<file path="config.mk">
export PLATFORM = sky130hd
export DESIGN_NAME = univ_shift_reg
export DESIGN_NICKNAME = d
export VERILOG_FILES = /design/src/rtl/univ_shift_reg.sv
export SDC_FILE = /design/constraint.sdc
export NUM_CORES = 1
export LEC_CHECK = 0
export BUFFER_PORTS_ARGS = -buffer_cell sky130_fd_sc_hd__buf_2
export CAP_MARGIN = 20
export CORE_MARGIN = 2
export CORE_UTILIZATION = 44
export CTS_CLUSTER_SIZE = 28
export DETAILED_ROUTE_END_ITERATION = 8
export HOLD_SLACK_MARGIN = 0.06
export PLACE_DENSITY = 0.77
export SYNTH_ARGS = -nofsm -noshare
export SYNTH_HDL_FRONTEND = slang
export SYNTH_SLANG_ARGS = --single-unit
</file>
<file path="constraint.sdc">
create_clock -name clk -period 1.2 [get_ports clk]
set_input_delay 0.12 -clock clk [delete_from_list [all_inputs] [get_ports clk]]
set_output_delay 0.12 -clock clk [all_outputs]
set_load 0.005 [all_outputs]
</file>
<file path="src/rtl/univ_shift_reg.sv">
// Parametrised universal register: parallel load, logical/arithmetic shifts,
// rotates and a registered carry-out of the last bit shifted or rotated out.
module univ_shift_reg #(
    parameter int unsigned           WIDTH       = 8,
    parameter logic [WIDTH-1:0]      RESET_VALUE = '0
) (
    input  logic             clk,
    input  logic             reset,
    input  logic             en,
    input  logic [2:0]       op,
    input  logic [WIDTH-1:0] d,
    input  logic             si_lsb,
    input  logic             si_msb,
    output logic [WIDTH-1:0] q,
    output logic [WIDTH-1:0] q_bar,
    output logic             co
);

    typedef enum logic [2:0] {
        OpHold = 3'b000,
        OpLoad = 3'b001,
        OpShl  = 3'b010,
        OpShr  = 3'b011,
        OpRotl = 3'b100,
        OpRotr = 3'b101,
        OpAsr  = 3'b110,
        OpClr  = 3'b111
    } op_e;

    logic [WIDTH-1:0] q_d, q_q;
    logic             co_d, co_q;

    always_comb begin
        q_d  = q_q;
        co_d = co_q;
        if (en) begin
            unique case (op_e'(op))
                OpHold: begin
                    q_d  = q_q;
                    co_d = co_q;
                end
                OpLoad: begin
                    q_d  = d;
                    co_d = 1'b0;
                end
                OpShl: begin
                    q_d  = {q_q[WIDTH-2:0], si_lsb};
                    co_d = q_q[WIDTH-1];
                end
                OpShr: begin
                    q_d  = {si_msb, q_q[WIDTH-1:1]};
                    co_d = q_q[0];
                end
                OpRotl: begin
                    q_d  = {q_q[WIDTH-2:0], q_q[WIDTH-1]};
                    co_d = q_q[WIDTH-1];
                end
                OpRotr: begin
                    q_d  = {q_q[0], q_q[WIDTH-1:1]};
                    co_d = q_q[0];
                end
                OpAsr: begin
                    q_d  = {q_q[WIDTH-1], q_q[WIDTH-1:1]};
                    co_d = q_q[0];
                end
                OpClr: begin
                    q_d  = '0;
                    co_d = 1'b0;
                end
                default: begin
                    q_d  = q_q;
                    co_d = co_q;
                end
            endcase
        end
    end

    // Reset wins over enable and op decode.
    always_ff @(posedge clk) begin
        if (reset) begin
            q_q  <= RESET_VALUE;
            co_q <= 1'b0;
        end else begin
            q_q  <= q_d;
            co_q <= co_d;
        end
    end

    assign q     = q_q;
    assign q_bar = ~q_q;
    assign co    = co_q;

endmodule

</file>
After elaboration in Yosys (flattened, before gate mapping)
Cells that the tools add are included.

cells by class
  eq/ne operators = 7
  mux-type cells = 2
  bitwise operators = 3
  reduce and logical (&&, ||, !) cells = 6

operators with widths
  operator                                                               count
  8-bit one-hot mux with 7 select lines                                  1
  3-bit equality test, second input constant                             4
  8-bit inverter                                                         1
  3-bit by 2-bit equality test with 1-bit output, second input constant  2
  2-bit OR reduction                                                     2
  3-bit by 1-bit equality test with 1-bit output, second input constant  1
  3-bit zero test                                                        1
  1-bit one-hot mux with 3 select lines                                  1
  3-bit AND reduction                                                    1
  3-bit OR reduction                                                     1
  1-bit inverter                                                         2
  2-bit AND reduction                                                    1

word-level totals
  register bits after elaboration = 9
  bits of input ports = 16
  output and inout port bits = 17

Depth between registers and ports, before layout
  word-level depth = 3
  depth in mapped cells = 6
  depth with buffers taken out = 4

Least setup slack after synthesis
Ideal clock, no wire load.

  path type = input to register
  from = in op[0]
  to = reg q_q[5], in the netlist q[5]
  setup time = 124 ps
  arrival time = 953 ps
  path slack = 123 ps
  stages = 6
  buffers on the path = 2
  path through = buf_2 -> buf_2 -> nand2_1 -> o21ai_0 -> a221oi_1 -> o21ai_2

on the way
  longest elaborated chain between the ends = 3
  elaborated cells between the ends (all ways) = 11
  classes of those cells = eq/ne: 7; mux: 1; bitwise: 1; reduce/logical: 2

ends and longest elaborated chain
  element                                                                        line  text
  start, declared                                                                10    input logic [2:0] op,
  branches (longest 3 deep; another with 8-bit one-hot mux with 7 select lines)  -
  end signal, assigned                                                           84    q_q <= q_d;
  end, declared                                                                  30    logic [WIDTH-1:0] q_d, q_q;

Several ways; the timed one is not identified.
A chain may end at the register's enable or synchronous reset.

Worst setup path in the final report
  from = reg q_q[6], in the netlist q[6]
  to = reg q_q[5], in the netlist q[5]

on the way
  longest elaborated chain between the ends = 1

ends and longest elaborated chain
  element                                line  text
  8-bit one-hot mux with 7 select lines  37    unique case (op_e'(op))

Every way passes these cells.

==> run metrics <==
post-DR vias/cell=5.37; worst hold slack=100 ps; dpl ws=-11.4 ps; min cycle time layout=1100 ps; GR Layer Usage met2=32.5%; CTS tree=built; vias in the first global route=675; hold_buf cts=0; Root Driver=clkbuf_4; Max Root-Sink Buffers=2; synthesis-to-finish area growth=32.8%; Die ar.=1890 sq um; pin count of the biggest net entering global routing=14; via count=778; drt wl/cell=12.2 um; met3 GRT Util=5.00%; Clock Skew=3.21 ps; flop-to-flop setup slack=100 ps; worst slew pin tran=342 ps; grt ovf=0; Final Hold Viols=0; Max Cap Viol=0; P_leak=0.398 nW; initial antenna violation count=0; register area share after synthesis=26.3%; number of synthesized flops with an enable pin=0; Worst Path Arrival=1250 ps; top-area cell type share of the netlist area=26.3%; io pins=33; RSZ-0062 raised after global routing=false; gr usage total=20.3%; gr busiest metal=met2; first-pass GRT wire length=2880 um; # placed instances=141; yosys warns=0; post_cts resized=0; Synth area leaders=dfxtp_1 26%, o21ai_0 11%, nand2_1 8.2%; drt drc=0; Reg2Reg Depth=4; outcome=finished clean; PwrDens=891 nW/um^2; critical path startpoint=q[6]; crit path kind=reg -> reg; final setup fails=0; non-filler cells, final=145; reg2reg end=q[5]; worst setup margin=101 ps; CP startpoint kind=flip-flop; Setup crit end kind=flip-flop; nets=146; Max Freq=910 MHz; Cells after Synth=91; Detailed Route WL=1780 um; Worst R2R Start=q[6]; ratio of cells with drive above 1 in the final layout=42.6%; starting density of the core=46.1%; area leader, netlist=dfxtp_1; Max VDD drop=0.514 mV; ys async rst share=0%; Mapped Area=686 sq um; Post-CTS Setup Bufs=0; GP Congestion=0.844; min-delay src=en; Design Power=0.812 mW; GR Util met1=26.7%; row count=14; core area=1490 sq um; DP HPWL=1350 um; Main synth FF type=dfxtp_1; CP max FO=6; Diodes inserted=0; synthesized net count=107; die extent in x=43.5 um; First-pass DRT Iterations=4; total CTS buffers=3; Distinct cells, synth=27; die height=43.5 um; CP Data Required Time=1350 ps; HP Class=in -> reg; Post-synth top cells=15 x nand2_1, 15 x o21ai_0, 9 x dfxtp_1, 9 x inv_1; initial DRC count=27; Mapped Avg Cell Area=7.53 sq um; Hold Crit Endpoint=co; synthesis-stage register bit count=9; CTS HTree Levels=1; Slew Limit Fails=0; Hold Crit Depth=2; setup TNS=0 ps; Slew HR=77.2%; Port Buf Inserts=32; Worst-Skew Late Latency=270 ps; Sink Count=9; clock-pin transition on the worst setup and hold timing paths=70 ps; ANT nets after route=0; crit share post-route=91.6%
[worst max-delay path, cell delays in order, from the launching register on]
cell,delay [ps]
dfxtp_1,360
nand2_1,70
o21ai_0,80
a221oi_1,360
o21ai_2,100
[cells by family (layout without fill, tap and decap cells)]
group,after synthesis,after routing,share of synthesized area [%]
flip-flops,9,9,26.3
multiplexers,1,1,1.46
AO/OA/AOI/OAI,38,38,39.1
AND/OR/NAND/NOR,26,26,19.7
XOR/XNOR,2,2,2.56
buffers and inverters,15,53,10.9
[flip-flops by register name (all words and copies together) (netlist names)]
name / flops
co: 1
q: 8
[worst max-delay path by stage]
stage,endpoint,cells past startpoint,slack (ps)
5_1_grt,q[5],4,10
4_1_cts,q[1],4,90
3_3_place_gp,q[0],5,8
2_1_floorplan,q[5],6,120
3_5_place_dp,q[0],5,-10
6_report,q[5],4,100
[placed cells by master (no fill, tap or decap), types with 3 or more instances in the layout]
cell type and count:
a21oi_1 5, inv_1 9, buf_4 8, nand2_1 15, a221oi_1 6, clkbuf_4 3
o21ai_0 15, nor2_1 4, dfxtp_1 9, buf_2 32, o21ai_2 6
[per-stage QoR]
step                      util (%)  instance area (sq um)
after floorplan                  -                    686
after global placement        59.4                    885
after detailed placement      59.4                    885
after CTS                     61.2                    911
after global routing          61.2                    911
final                         61.2                    911
[cell type report]
class                      count  area [sq um]
clock buffer                   4          26.3
fill                         143           578
inverter                       9          33.8
multi-input combinational     67           430
sequential                     9           180
tap                           16          20.0
timing repair buffer          40           220
[metal layers]
metal,vias up,wire length [um]
met5,-,0
li1,394,-
met4,0,15
met1,351,792
met3,2,114
met2,31,853
[power by group]
group          total [mW]  internal, mW  switching [mW]
clock               0.251         0.129           0.122
combinational       0.224         0.108           0.117
sequential          0.337         0.316          0.0201
total               0.812         0.553           0.259
Note: power is estimated with default switching activity, not from simulation.
